`config.mk`:
```
export PLATFORM = sky130hd
export DESIGN_NAME = qtree_builder_flat
export DESIGN_NICKNAME = d
export VERILOG_FILES = /design/src/rtl/qtree_builder_if.sv /design/src/rtl/qtree_builder.sv /design/src/flat_wrapper.sv
export SDC_FILE = /design/constraint.sdc
export NUM_CORES = 1
export LEC_CHECK = 0
export BUFFER_PORTS_ARGS = -buffer_cell sky130_fd_sc_hd__buf_4
export CAP_MARGIN = 10
export CELL_PAD_IN_SITES_DETAIL_PLACEMENT = 2
export CELL_PAD_IN_SITES_GLOBAL_PLACEMENT = 2
export CORE_ASPECT_RATIO = 1.25
export CORE_MARGIN = 8
export CORE_UTILIZATION = 40
export DETAILED_ROUTE_END_ITERATION = 7
export PLACE_DENSITY = 0.88
export SLEW_MARGIN = 15
export SYNTH_ARGS = -nofsm -noshare
export SYNTH_HDL_FRONTEND = slang
export SYNTH_SLANG_ARGS = --single-unit
```
`constraint.sdc`:
```
create_clock -name clk_i -period 5.9 [get_ports clk_i]
set_input_delay 0.59 -clock clk_i [delete_from_list [all_inputs] [get_ports clk_i]]
set_output_delay 0.59 -clock clk_i [all_outputs]
set_load 0.01 [all_outputs]
```
`src/rtl/qtree_builder_if.sv`:
```
// -----------------------------------------------------------------------------
// qtree_builder_if
// Bundles the key-stream handshake, the status flags and the node-RAM write
// port of qtree_builder.
//   master : host/control side (drives start and the key stream)
//   slave  : the builder itself (drives ready, status and RAM writes)
// Signals:
//   start_i        load start / abort pulse
//   in_key_i       ascending key stream, with in_valid_i / in_last_i / in_ready_o
//   mm_ram_data_o  node word {l, m, r}
//   mm_ram_addr_o  node address within the target depth
//   mm_ram_write_o one-hot per-depth write strobe (bit 0 = root)
//   busy_o, done_o, err_o  status
// -----------------------------------------------------------------------------
interface qtree_builder_if #(
   parameter int KEY_WIDTH = 16,
   parameter int STAGE_CNT = 3
);
   localparam int ADDR_WIDTH     = 2 * (STAGE_CNT - 1);
   localparam int RAM_DATA_WIDTH = 3 * KEY_WIDTH;

   logic                      start_i;
   logic [KEY_WIDTH-1:0]      in_key_i;
   logic                      in_valid_i;
   logic                      in_last_i;
   logic                      in_ready_o;
   logic [RAM_DATA_WIDTH-1:0] mm_ram_data_o;
   logic [ADDR_WIDTH-1:0]     mm_ram_addr_o;
   logic [STAGE_CNT-1:0]      mm_ram_write_o;
   logic                      busy_o;
   logic                      done_o;
   logic                      err_o;

   modport master (
      output start_i, in_key_i, in_valid_i, in_last_i,
      input  in_ready_o, mm_ram_data_o, mm_ram_addr_o, mm_ram_write_o,
             busy_o, done_o, err_o
   );

   modport slave (
      input  start_i, in_key_i, in_valid_i, in_last_i,
      output in_ready_o, mm_ram_data_o, mm_ram_addr_o, mm_ram_write_o,
             busy_o, done_o, err_o
   );
endinterface

```
`src/rtl/qtree_builder.sv`:
```
// -----------------------------------------------------------------------------
// qtree_builder
// Turns an ascending key stream into the per-depth node words of a complete
// quadtree (3 keys per node) and writes them to the qstage RAMs. Short streams
// are padded with all-ones keys; a descending key sets a sticky error flag.
// Ports:
//   clk_i  clock
//   rst_i  asynchronous active-high reset
//   bus    qtree_builder_if.slave (key stream, status, RAM write port)
// -----------------------------------------------------------------------------
module qtree_builder #(
   parameter int KEY_WIDTH = 16,
   parameter int STAGE_CNT = 3
) (
   input  logic            clk_i,
   input  logic            rst_i,
   qtree_builder_if.slave  bus
);
   localparam int ADDR_WIDTH     = 2 * (STAGE_CNT - 1);
   localparam int RAM_DATA_WIDTH = 3 * KEY_WIDTH;
   localparam int KW             = 2 * STAGE_CNT;
   localparam int TW             = (STAGE_CNT > 2) ? $clog2(STAGE_CNT) : 1;
   // 4**STAGE_CNT - 1 is exactly all ones in 2*STAGE_CNT bits
   localparam logic [KW-1:0] CAP = '1;

   typedef enum logic [1:0] {S_IDLE, S_LOAD, S_PAD, S_DONE} state_t;

   state_t                    r_state;
   state_t                    w_state_next;
   logic [KW-1:0]             r_k;
   logic [KEY_WIDTH-1:0]      r_prev;
   logic                      r_err;
   logic                      r_done;
   logic [STAGE_CNT-1:0]      r_write;
   logic [ADDR_WIDTH-1:0]     r_addr;
   logic [RAM_DATA_WIDTH-1:0] r_data;

   logic                      w_restart;
   logic                      w_fire;
   logic [KW-1:0]             w_j;
   logic                      w_last_idx;
   logic [KEY_WIDTH-1:0]      w_key;
   logic [TW-1:0]             w_t;
   logic [TW-1:0]             w_depth;
   logic [1:0]                w_slot;
   logic [KW-1:0]             w_shift;
   logic [ADDR_WIDTH-1:0]     w_addr;
   logic [STAGE_CNT-1:0]      w_strobe;
   logic [KEY_WIDTH-1:0]      w_l_all [STAGE_CNT];
   logic [KEY_WIDTH-1:0]      w_m_all [STAGE_CNT];
   logic [KEY_WIDTH-1:0]      w_l_sel;
   logic [KEY_WIDTH-1:0]      w_m_sel;

   // start aborts LOAD/PAD and starts from IDLE, but is ignored in DONE
   assign w_restart  = bus.start_i && (r_state != S_DONE);
   // a start in the same cycle wins over the key; that key is dropped
   assign w_fire     = !w_restart &&
                       (((r_state == S_LOAD) && bus.in_valid_i) || (r_state == S_PAD));
   assign w_j        = r_k + KW'(1);
   assign w_last_idx = (w_j == CAP);
   assign w_key      = (r_state == S_PAD) ? {KEY_WIDTH{1'b1}} : bus.in_key_i;

   // t = number of trailing zero base-4 digits of j (j is never 0 on a fire)
   always_comb begin
      w_t = '0;
      for (int d = STAGE_CNT - 1; d >= 0; d--) begin
         if (w_j[2*d +: 2] != 2'b00) begin
            w_t = TW'(d);
         end
      end
   end

   assign w_depth  = TW'(STAGE_CNT - 1) - w_t;
   assign w_slot   = w_j[2*int'(w_t) +: 2];
   assign w_shift  = w_j >> (2 * (int'(w_t) + 1));
   assign w_addr   = w_shift[ADDR_WIDTH-1:0];
   assign w_strobe = {{(STAGE_CNT-1){1'b0}}, 1'b1} << w_depth;

   // per-depth l/m holding registers
   for (genvar gi = 0; gi < STAGE_CNT; gi++) begin : g_hold
      logic [KEY_WIDTH-1:0] r_l_hold;
      logic [KEY_WIDTH-1:0] r_m_hold;

      always_ff @(posedge clk_i or posedge rst_i) begin
         if (rst_i) begin
            r_l_hold <= '0;
            r_m_hold <= '0;
         end else if (w_restart) begin
            r_l_hold <= '0;
            r_m_hold <= '0;
         end else if (w_fire && (w_depth == TW'(gi))) begin
            if (w_slot == 2'd1) r_l_hold <= w_key;
            if (w_slot == 2'd2) r_m_hold <= w_key;
         end
      end

      assign w_l_all[gi] = r_l_hold;
      assign w_m_all[gi] = r_m_hold;
   end

   assign w_l_sel = w_l_all[w_depth];
   assign w_m_sel = w_m_all[w_depth];

   // FSM state register
   always_ff @(posedge clk_i or posedge rst_i) begin
      if (rst_i) r_state <= S_IDLE;
      else       r_state <= w_state_next;
   end

   // FSM next state
   always_comb begin
      w_state_next = r_state;
      case (r_state)
         S_IDLE: if (bus.start_i) w_state_next = S_LOAD;
         S_LOAD: begin
            if (w_restart)                   w_state_next = S_LOAD;
            else if (w_fire && w_last_idx)   w_state_next = S_DONE;
            else if (w_fire && bus.in_last_i) w_state_next = S_PAD;
         end
         S_PAD: begin
            if (w_restart)                 w_state_next = S_LOAD;
            else if (w_fire && w_last_idx) w_state_next = S_DONE;
         end
         S_DONE: w_state_next = S_IDLE;
         default: w_state_next = S_IDLE;
      endcase
   end

   // key counter, order check and registered RAM write port
   always_ff @(posedge clk_i or posedge rst_i) begin
      if (rst_i) begin
         r_k     <= '0;
         r_prev  <= '0;
         r_err   <= 1'b0;
         r_done  <= 1'b0;
         r_write <= '0;
         r_addr  <= '0;
         r_data  <= '0;
      end else begin
         r_write <= '0;
         r_done  <= 1'b0;
         if (w_restart) begin
            r_k    <= '0;
            r_prev <= '0;
            r_err  <= 1'b0;
         end else if (w_fire) begin
            r_k <= w_j;
            if (r_state == S_LOAD) begin
               r_prev <= w_key;
               // prev starts at 0, so the first key can never flag
               if (w_key < r_prev) r_err <= 1'b1;
            end
            if (w_slot == 2'd3) begin
               r_write <= w_strobe;
               r_addr  <= w_addr;
               r_data  <= {w_l_sel, w_m_sel, w_key};
            end
            if (w_last_idx) r_done <= 1'b1;
         end
      end
   end

   assign bus.in_ready_o     = (r_state == S_LOAD);
   assign bus.busy_o         = (r_state == S_LOAD) || (r_state == S_PAD);
   assign bus.done_o         = r_done;
   assign bus.err_o          = r_err;
   assign bus.mm_ram_write_o = r_write;
   assign bus.mm_ram_addr_o  = r_addr;
   assign bus.mm_ram_data_o  = r_data;
endmodule

```
`src/flat_wrapper.sv`:
```
// flat-port wrapper written by rule: the top's interface ports become plain ports
module qtree_builder_flat 
#(
   parameter int KEY_WIDTH = 16,
   parameter int STAGE_CNT = 3
)
  (clk_i, rst_i, bus_start_i, bus_in_key_i, bus_in_valid_i, bus_in_last_i, bus_in_ready_o, bus_mm_ram_data_o, bus_mm_ram_addr_o, bus_mm_ram_write_o, bus_busy_o, bus_done_o, bus_err_o);
  qtree_builder_if #(.KEY_WIDTH(KEY_WIDTH), .STAGE_CNT(STAGE_CNT)) bus_i ();
  input  logic clk_i;
  input  logic rst_i;
  input wire logic [$bits(bus_i.start_i)-1:0] bus_start_i;
  input wire logic [$bits(bus_i.in_key_i)-1:0] bus_in_key_i;
  input wire logic [$bits(bus_i.in_valid_i)-1:0] bus_in_valid_i;
  input wire logic [$bits(bus_i.in_last_i)-1:0] bus_in_last_i;
  output wire logic [$bits(bus_i.in_ready_o)-1:0] bus_in_ready_o;
  output wire logic [$bits(bus_i.mm_ram_data_o)-1:0] bus_mm_ram_data_o;
  output wire logic [$bits(bus_i.mm_ram_addr_o)-1:0] bus_mm_ram_addr_o;
  output wire logic [$bits(bus_i.mm_ram_write_o)-1:0] bus_mm_ram_write_o;
  output wire logic [$bits(bus_i.busy_o)-1:0] bus_busy_o;
  output wire logic [$bits(bus_i.done_o)-1:0] bus_done_o;
  output wire logic [$bits(bus_i.err_o)-1:0] bus_err_o;
  assign bus_i.start_i = bus_start_i;
  assign bus_i.in_key_i = bus_in_key_i;
  assign bus_i.in_valid_i = bus_in_valid_i;
  assign bus_i.in_last_i = bus_in_last_i;
  assign bus_in_ready_o = bus_i.in_ready_o;
  assign bus_mm_ram_data_o = bus_i.mm_ram_data_o;
  assign bus_mm_ram_addr_o = bus_i.mm_ram_addr_o;
  assign bus_mm_ram_write_o = bus_i.mm_ram_write_o;
  assign bus_busy_o = bus_i.busy_o;
  assign bus_done_o = bus_i.done_o;
  assign bus_err_o = bus_i.err_o;
  qtree_builder #(.KEY_WIDTH(KEY_WIDTH), .STAGE_CNT(STAGE_CNT)) u_core (.clk_i(clk_i), .rst_i(rst_i), .bus(bus_i));
endmodule
```
==> results.sh <==
export IMPL_power_density_mw_per_mm2=410
export IMPL_root_buffer="clkbuf_16"
export IMPL_numPortBuffers=79
export IMPL_track_usage_pct=21.6
export IMPL_regArea_mm2=0.00443
export IMPL_final_cell_count_no_fill=1122
export IMPL_vias_per_cell=5.85
export IMPL_place_hpwl_um=18100
export IMPL_p_leak_nw=4.74
export IMPL_rsz0062_at_grt="false"
export IMPL_die_y_um=182
export IMPL_cts_hold_fix_buffers=0
export IMPL_num_rows=60
export IMPL_die_area_mm2=0.0270
export IMPL_cp_max_fo=37
export IMPL_syn_area_mm2=0.00880
export IMPL_ys_types=52
export IMPL_grt_max_degree=67
export IMPL_outcome="completed"
export IMPL_slew_violations=0
export IMPL_synth_seq_cells=177
export IMPL_hold_viol=0
export IMPL_htreeDepth=4
export IMPL_cts_resized=0
export IMPL_worstMarginPinSlew_ps=1120
export IMPL_antenna_found_initial=0
export IMPL_fin_crit_sh_pct=68.7
export IMPL_cts_setup_buffers=0
export IMPL_routabilityCongestion=0.755
export IMPL_yosysSeqAreaShare_pct=50.4
export IMPL_async_flop_share_pct=100
export IMPL_nNetsFinal=876
export IMPL_synth_nets=826
export IMPL_path_class="reg -> reg"
export IMPL_worstSetupEndpointType="flip-flop"
export IMPL_synth_edf_count=0
export IMPL_die_w_um=149
export IMPL_min_period_ps=4050
export IMPL_maxCapViolations=0
export IMPL_reg2regPathDepth=9
export IMPL_ys_warn_count=0
export IMPL_fillers=2137
export IMPL_skew_ps=10.0
export IMPL_drive_gt1_share_pct=24.1
export IMPL_routed_wirelength_um=28200
export IMPL_ys_flop_type="dfrtp_1"
export IMPL_drtIter0Drc=373
export IMPL_dp_cells=1090
export IMPL_crit_path_start="u_core.r_k[0]"
export IMPL_wl_per_cell_um=25.1
export IMPL_finalSetupViolations=0
export IMPL_vdd_drop_max_mv=0.222
export IMPL_clkSinkCount=177
export IMPL_clkLatencyLatePin_ps=450
export IMPL_cts_tree="done"
export IMPL_drc=0
export IMPL_cts_buffers=17
export IMPL_r2r_start="u_core.r_k[0]"
export IMPL_drtPass1Iterations=4
export IMPL_setup_tns_ps=0
export IMPL_cp_required_ps=6240
export IMPL_grt_pass1_wl_um=45700
export IMPL_areaGrowthSynthToFinish_pct=15.4
export IMPL_clk_pin_slew_ps=70
export IMPL_pin_count=80
export IMPL_vias=6565
export IMPL_syn_inst=780
export IMPL_synth_avg_cell_area_um2=11.3
export IMPL_max_freq_mhz=247
export IMPL_relSlewSlack_pct=24.8
export IMPL_critPathLaunchType="flip-flop"
export IMPL_multi_input_area_mm2=0.00394
export IMPL_start_util_pct=40.8
export IMPL_hp_class="in -> async"
export IMPL_antenna_left=0
export IMPL_coreArea_mm2=0.0215
export IMPL_grt_pass1_vias=7710
export IMPL_cts_buffer_depth=2
export IMPL_diodes=0
export IMPL_crit_arrival_ps=4390
export IMPL_overflow=0
-- critical path, stage by stage, from the launching register on --
cell,delay (ps)
dfrtp_1,470
ha_1,450
nand3_2,180
o21ai_0,330
a21oi_4,60
inv_2,410
a22o_1,500
or2_4,670
buf_4,460
mux2_2,390
-- layout by cell type, fill, tap and decap left out, types with 3 or more instances in the layout --
cell type / Yosys / layout
dfrtp_1: 177 / 177
buf_4: 1 / 90
nor2_1: 67 / 64
a22o_1: 61 / 61
a211oi_1: 50 / 50
a21oi_1: 46 / 46
mux2_4: 43 / 43
inv_1: 41 / 40
mux2i_1: 35 / 35
o21ai_0: 33 / 33
nand2_1: 30 / 30
ha_1: 25 / 25
mux2_2: 20 / 20
nand3_1: 18 / 18
clkbuf_16: 0 / 17
and2_1: 7 / 7
a21o_1: 6 / 6
o31ai_1: 6 / 6
xnor2_1: 5 / 5
and3_1: 5 / 5
or3_1: 4 / 4
inv_6: 0 / 4
clkinv_2: 0 / 4
nand3_2: 3 / 3
nor3b_1: 3 / 3
nand2b_1: 3 / 3
nor3_1: 3 / 3
clkinv_4: 0 / 3
-- cells in the mapped netlist, drive strengths merged, types with 2 or more instances --
| library cell | count | area [µm²] |
|---|---|---|
| nor3b | 3 | 22.5 |
| a21oi | 49 | 264 |
| a21o | 6 | 45.0 |
| a211oi | 50 | 375 |
| o31ai | 6 | 45.0 |
| nor2b | 2 | 12.5 |
| or3 | 4 | 25.0 |
| mux2i | 35 | 350 |
| clkbuf | 29 | 109 |
| nand2 | 30 | 113 |
| xor2 | 2 | 17.5 |
| nand4 | 2 | 12.5 |
| a221o | 2 | 20.0 |
| and2 | 7 | 43.8 |
| and3 | 5 | 31.3 |
| buf | 30 | 191 |
| a221oi | 2 | 23.8 |
| inv | 42 | 158 |
| nor3 | 3 | 15.0 |
| o2111ai | 2 | 35.0 |
| ha | 25 | 313 |
| nand3 | 21 | 120 |
| nand2b | 3 | 18.8 |
| o21ai | 33 | 165 |
| xnor2 | 5 | 43.8 |
| nor2 | 67 | 251 |
| dfrtp | 177 | 4430 |
| a22o | 61 | 534 |
| mux2 | 64 | 882 |
| a2111oi | 3 | 45.1 |
-- path summary, 6_finish.rpt --
path / end / slack [ps]
max reg2reg: u_core.bus.mm_ram_data_o[17] / 1850
max: u_core.bus.mm_ram_data_o[17] / 1850
max in group asynchronous: u_core.g_hold[2].r_l_hold[14] / 4460
min reg2reg: u_core.g_hold[2].r_m_hold[6] / 510
min in group clk_i: u_core.r_prev[0] / 500
min: u_core.bus.mm_ram_write_o[0] / 170
-- layer usage --
layer,global-route usage [%],wire length (µm),vias to the layer above
met3,3.36,923,45
li1,-,-,2904
met5,0,0,-
met4,7.07,558,0
met1,25.9,11900,3467
met2,38.3,14900,149
-- cell type report --
type                       count  share of cell area (%)
sequential                   177                    43.6
clock inverter                14                    1.53
tap                          279                    3.44
inverter                      42                    1.60
timing repair buffer          90                    6.66
multi-input combinational    502                    38.8
clock buffer                  18                    4.33
-- state kept, by name, summed over array words and instances, names as in the netlist --
name	count
u_core.g_hold.r_l_hold	48
u_core.r_k	6
u_core.bus.mm_ram_addr_o	4
u_core.bus.err_o	1
u_core.r_prev	16
u_core.g_hold.r_m_hold	48
u_core.bus.mm_ram_data_o	48
u_core.r_state	2
u_core.bus.done_o	1
u_core.bus.mm_ram_write_o	3
-- power by group --
| group | switching (mW) | internal (mW) | total, mW |
|---|---|---|---|
| clock network | 0.533 | 0.644 | 1.18 |
| registers | 0.140 | 1.42 | 1.56 |
| logic | 0.841 | 0.580 | 1.42 |
-- cell families after synthesis --
group | Yosys count | share of synthesized area [%]
AOI/OAI and AO/OA | 220 | 18.2
DFF | 177 | 50.4
and+or+nand+nor | 151 | 7.99
buffers and inverters | 101 | 5.21
muxes | 99 | 14.0
adders and majority gates | 25 | 3.56
xor gates and xnor gates | 7 | 0.697
-- stage by stage --
step	total power, mW	utilization [%]	setup WS [ps]	hold WS [ps]	area (µm²)
2_1_floorplan	2.45	-	508	465	8800
3_3_place_gp	2.89	44.3	1890	483	9550
3_5_place_dp	2.97	44.3	1730	489	9550
4_1_cts	4.18	47.1	1640	205	10100
5_1_grt	4.35	47.1	1620	227	10100
6_report	4.16	47.1	1850	170	10100
(Power assumes the default switching activity.)
